## src/rtl/div_pkg.sv

```systemverilog
// Shared types and constants for the Execute-stage multi-cycle divider.
// The result is packed as {remainder, quotient}.
package div_pkg;

  localparam int DIV_WIDTH = 32;
  localparam int DIV_CNT_W = 5;

  // Field offsets inside the 2*DIV_WIDTH result word.
  localparam int QUO_LSB = 0;
  localparam int REM_LSB = 32;

  typedef enum logic [1:0] {
    DIV_IDLE = 2'd0,
    DIV_BUSY = 2'd1,
    DIV_DONE = 2'd2
  } divState_t;

endpackage

```

## src/rtl/div_step.sv

```systemverilog
// One radix-2 restoring division iteration, purely combinational.
// Shifts the next dividend bit into the partial remainder, then trial-subtracts the divisor.
module div_step
  import div_pkg::*;
#(
  parameter int WIDTH = DIV_WIDTH
) (
  input  logic [WIDTH-1:0] remIn,
  input  logic             dividendMsb,
  input  logic [WIDTH-1:0] divisor,
  output logic [WIDTH-1:0] remOut,
  output logic             quoBit
);

  logic [WIDTH:0] shifted;
  logic [WIDTH:0] diff;

  // The partial remainder stays below the divisor, so the shifted value fits in
  // WIDTH+1 bits and the top bit of the difference is exactly the borrow.
  assign shifted = {remIn, dividendMsb};
  assign diff    = shifted - {1'b0, divisor};
  assign quoBit  = ~diff[WIDTH];
  assign remOut  = quoBit ? diff[WIDTH-1:0] : shifted[WIDTH-1:0];

endmodule

```

## src/rtl/div_unit.sv

```systemverilog
// Multi-cycle DIV/DIVU unit for the Execute stage: one quotient bit per cycle,
// holding the pipeline through divstallE and presenting {rem, quo} for one cycle.
module div_unit
  import div_pkg::*;
#(
  parameter int WIDTH = DIV_WIDTH,
  parameter int CNT_W = DIV_CNT_W
) (
  input  logic               clk,
  input  logic               rst,
  input  logic               startE,
  input  logic               signedE,
  input  logic [WIDTH-1:0]   opaE,
  input  logic [WIDTH-1:0]   opbE,
  input  logic               cancelE,
  output logic               divstallE,
  output logic               div_readyE,
  output logic [2*WIDTH-1:0] div_resultE
);

  divState_t          stateReg;
  logic [CNT_W-1:0]   cntReg;
  logic [WIDTH-1:0]   remReg;
  logic [WIDTH-1:0]   dividendReg;
  logic [WIDTH-1:0]   divisorReg;
  logic [WIDTH-1:0]   opaRawReg;
  logic               qSignReg;
  logic               rSignReg;
  logic               divZeroReg;
  logic               readyReg;
  logic [2*WIDTH-1:0] resultReg;

  logic [WIDTH-1:0]   opaAbs;
  logic [WIDTH-1:0]   opbAbs;
  logic [WIDTH-1:0]   remNext;
  logic [WIDTH-1:0]   quoNext;
  logic [WIDTH-1:0]   quoFinal;
  logic [WIDTH-1:0]   remFinal;
  logic               quoBit;
  logic               lastIter;
  logic               accept;

  assign opaAbs = (signedE && opaE[WIDTH-1]) ? -opaE : opaE;
  assign opbAbs = (signedE && opbE[WIDTH-1]) ? -opbE : opbE;

  div_step #(
    .WIDTH(WIDTH)
  ) u_step (
    .remIn      (remReg),
    .dividendMsb(dividendReg[WIDTH-1]),
    .divisor    (divisorReg),
    .remOut     (remNext),
    .quoBit     (quoBit)
  );

  // The dividend register doubles as the quotient: bits shift out the top
  // while quotient bits shift in at the bottom.
  assign quoNext  = {dividendReg[WIDTH-2:0], quoBit};
  assign lastIter = (cntReg == CNT_W'(WIDTH - 1));

  always_comb begin
    quoFinal = qSignReg ? -quoNext : quoNext;
    remFinal = rSignReg ? -remNext : remNext;
    if (divZeroReg) begin
      quoFinal = '1;
      remFinal = opaRawReg;
    end
  end

  // Stall must rise in the very cycle the DIV reaches E, hence combinational.
  assign accept    = (stateReg == DIV_IDLE) && startE && !cancelE;
  assign divstallE = accept || ((stateReg == DIV_BUSY) && !cancelE);

  always_ff @(posedge clk) begin
    if (rst) begin
      stateReg    <= DIV_IDLE;
      cntReg      <= '0;
      remReg      <= '0;
      dividendReg <= '0;
      divisorReg  <= '0;
      opaRawReg   <= '0;
      qSignReg    <= 1'b0;
      rSignReg    <= 1'b0;
      divZeroReg  <= 1'b0;
      readyReg    <= 1'b0;
      resultReg   <= '0;
    end else begin
      readyReg <= 1'b0;
      case (stateReg)
        DIV_IDLE: begin
          if (accept) begin
            remReg      <= '0;
            dividendReg <= opaAbs;
            divisorReg  <= opbAbs;
            opaRawReg   <= opaE;
            qSignReg    <= signedE && (opaE[WIDTH-1] ^ opbE[WIDTH-1]);
            rSignReg    <= signedE && opaE[WIDTH-1];
            divZeroReg  <= (opbE == '0);
            cntReg      <= '0;
            stateReg    <= DIV_BUSY;
          end
        end
        DIV_BUSY: begin
          if (cancelE) begin
            stateReg <= DIV_IDLE;
          end else begin
            remReg      <= remNext;
            dividendReg <= quoNext;
            cntReg      <= cntReg + CNT_W'(1);
            if (lastIter) begin
              stateReg  <= DIV_DONE;
              readyReg  <= 1'b1;
              resultReg <= {remFinal, quoFinal};
            end
          end
        end
        // A start seen here is still the same DIV instruction; never re-accept it.
        DIV_DONE: stateReg <= DIV_IDLE;
        default:  stateReg <= DIV_IDLE;
      endcase
    end
  end

  assign div_readyE  = readyReg;
  assign div_resultE = resultReg;

endmodule

```

## config.mk

```make
export PLATFORM = sky130hd
export DESIGN_NAME = div_unit
export DESIGN_NICKNAME = d
export VERILOG_FILES = /design/src/rtl/div_pkg.sv /design/src/rtl/div_step.sv /design/src/rtl/div_unit.sv
export SDC_FILE = /design/constraint.sdc
export NUM_CORES = 1
export LEC_CHECK = 0
export CELL_PAD_IN_SITES_DETAIL_PLACEMENT = 1
export CELL_PAD_IN_SITES_GLOBAL_PLACEMENT = 1
export CORE_MARGIN = 3
export CORE_UTILIZATION = 40
export DETAILED_ROUTE_END_ITERATION = 7
export PLACE_DENSITY = 0.77
export RECOVER_POWER = 100
export SLEW_MARGIN = 20
export SYNTH_ARGS = -nofsm -noshare
export SYNTH_HDL_FRONTEND = slang
export SYNTH_SLANG_ARGS = --single-unit
```

## constraint.sdc

```tcl
create_clock -name clk -period 6.7 [get_ports clk]
set_input_delay 1.005 -clock clk [delete_from_list [all_inputs] [get_ports clk]]
set_output_delay 1.005 -clock clk [all_outputs]
set_load 0.005 [all_outputs]
```

==> results.md <==
- Crit-path max FO: between 40 and 50
- Reg area: ~4100 sq um
- MaxCap Viol Count: 3
- Syn avg cell area: about 7.5 sq um
- Hold_ws: roughly 450 ps
- Setup CP Type: reg2reg
- Buffers on Ports: roughly 130
- Post-synth EDFFs: 0
- Total global routing overflow: 0
- Die H: ~190 microns
- Synth top area share: 0.305
- Vias in the first global route: 13600
- Xor/xnor share of the synthesized area: 0.0771
- Drt drc: 0
- CTS Hold Buffers Added: 0
- Synthesis Warnings: 0
- Total Routing Usage GR: 0.272
- Routability cong.: roughly 0.95
- Status: finished with violations
- Max-slew headroom: -2.02
- Synth top area cells: dfxtp_1 31%, a21oi_1 6.5%, nor2_1 5.8%
- Largest net degree at the start of global routing: 100
- Commonest non-fill, non-tap cells in the layout: 202 x nand2_1, 202 x dfxtp_1, 201 x nor2_1
- Ys async rst share: 0
- Post-Syn Nets: approximately 1900
- Htree depth: 1
- Clk slew on worst S/H paths: 60 ps
- Predominant post-synthesis flop cell: dfxtp_1
- Iteration-0 DRC Markers: around 930
- Leakage power: approximately 6.1 nW
- Placed instance area: ~15000 sq um
- Post-Synth Adder-Cell Area: 0.0372
- CTS max path bufs: 3
- Die Area: 35500 sq um
- Synth Cell Area: between 10000 and 15000 sq um
- Period utilization: 0.883
- # fillers: 4053
- TNS Setup: 0 ps
- Num CTS Buffers: 25
- Post_cts resized: 0
- Number of vias per cell: about 6.0
- PwrDens: roughly 220 nW/um^2
- Fraction of synthesized area in multiplexers: 0.0229
- Setup crit end kind: flip-flop
- Root buf cell: clkbuf_16
- First-pass GRT wire length: between 70 and 80 mm
- Fin area: around 16000 sq um
- Slew @ Worst Pin: roughly 4500 ps
- Row count: 66
- Peak per-stage delay on the critical path: between 900 and 1000 ps
- Area occupied by multi-input gates: 8500 sq um
- Failing checks: capacitance limit, slew limit
- Drt pass-1 iters: 5
- RSZ-0062 raised after global routing: no
- Post-Syn Instances: 1771
- Layout area overhead: 17.5%
- Drt wl/cell: about 22 microns
- Vias: roughly 14000
- Synth Area in Simple Gates: 0.228
- Net count, final: approximately 1900
- CP cell instances: ha_1 > and4_1 > nor4b_1 > o21a_1 > or2_0 > a31oi_4 > xnor2_1 > buf_4 > mux2_1 > a2111oi_0 > mux2i_1 > a2111oi_0 > nor2_1
- Post-synth top area cell: dfxtp_1
- Hold Path Class: reg2reg
- # IOs: 135
- Critical path's most frequent cell: a2111oi_0
- Worst VDD drop: 0.192 mV
- Largest family of logic cells by synthesized area: compound AO/OA/AOI/OAI gates
- Unique masters post-synth: 94
- Arrival time worst endpoint: roughly 6300 ps
- Routed wire length: about 50 mm
- Seq/Total Area, Yosys: 0.305
- Slowest CP cell: a2111oi_0
- Hpwl dp: between 30 and 40 mm
- CTS tree: built
- Final hold vios: 0
- Finished Core Util: 0.478
- Antenna-violating nets left: 0
- Number of setup buffers added after CTS: 0
- Setup crit start kind: flip-flop
- Fin. max-slew vios: between 200 and 300
- Layout cells sized above 1: 0.0565
- Worst skew pair latency: between 500 and 600 ps
- Post-synthesis register bit count: roughly 200
- Tmin final: 5910 ps
- Die W: between 150 and 200 microns
- Critical path data required time: around 7000 ps
- # clock sinks: roughly 200
- Initial antenna violation count: 4
- Antenna cells: 0
- Final setup violating endpoints: 0
- Max Clock Skew: ~14 ps
- Core footprint: 32700 sq um
- Fmax: between 150 and 200 MHz
- Initial cell density of the core: 0.407
- Synth Area in Compound Gates: 0.277
## cell families (layout without fill, tap and decap cells)
logic type	after synthesis	after routing
flops	203	203
mux	27	27
compound gates	565	565
simple gates	644	644
buf+inv	178	249
fa+ha+maj	39	39
xor+xnor	115	115
## power breakdown
part,total (W),internal (W),switching [W]
Combinational,0.000671,0.000236,0.000435
Sequential,0.00129,0.00125,0.0000400
Clock,0.00147,0.000892,0.000577
Total,0.00343,0.00237,0.00105
## path summary, 6_finish.rpt
kind                                     from               to  slack, ps  depth (start not counted)
worst max-delay path                remReg[8]  div_resultE[49]        790                         13
worst min-delay path            opaRawReg[28]    opaRawReg[28]        450                          2
worst max register to register      remReg[8]  div_resultE[49]        790                         13
worst min register to register  opaRawReg[28]    opaRawReg[28]        450                          2
## per-layer routing
metal  track usage  share of wire  up-vias
li1              -              -     6473
met1         0.382           0.46     6763
met2         0.449           0.46      414
met3        0.0378          0.062       67
met4        0.0579          0.019        2
met5             0        0.00014        -
## sequential cells by signal, indices dropped and copies added, names as in the netlist
signal and cells:
remReg 32, div_resultE 64, rSignReg 1, div_readyE 1, stateReg 2, opaRawReg 32, dividendReg 32, cntReg 5
divZeroReg 1, divisorReg 32, qSignReg 1
## cell type report
cell class | instances | share of cell area
well taps | 442 | 0.0354
clock buffers | 36 | 0.0452
multi-input cells | 1390 | 0.544
flip-flops and latches | 203 | 0.260
inverters | 55 | 0.0132
repair buffers | 148 | 0.0917
clock inverters | 10 | 0.0110
## worst max-delay path: cells and delay by family (launching register included)
kind | cells | cell delay, ps
mux | 2 | 610
flops | 1 | 350
simple gates | 4 | 1070
compound gates | 4 | 2210
fa+ha+maj | 1 | 520
xor+xnor | 1 | 380
buf+inv | 1 | 600
## synth_stat cells, types with 12 or more instances
master and instances:
nor2_1 204, dfxtp_1 203, nand2_1 202, a21oi_1 173
o21ai_0 121, clkbuf_1 95, xor2_1 74, a211oi_1 64
inv_1 53, nor3_1 47, xnor2_1 40, ha_1 38
nand3_1 30, o31ai_1 28, or3_1 28, a22oi_1 26
mux2i_1 17, a31oi_1 16, and2_1 16, and3_1 16
o211ai_1 16, buf_2 15, nand4_1 13, a21o_1 12
nand2b_1 12, o211a_1 12
## through the flow
stage / power (W) / instances / setup WS (ps)
finish: 0.00343 / 2284 / 786
global route: 0.00357 / 2284 / 568
CTS: 0.00344 / 2284 / 1600
detailed placement: 0.00197 / 2238 / 1630
global placement: 0.00196 / 2238 / 1710
floorplan: 0.00174 / 1771 / 1910
Note: power is estimated with default switching activity, not from simulation.
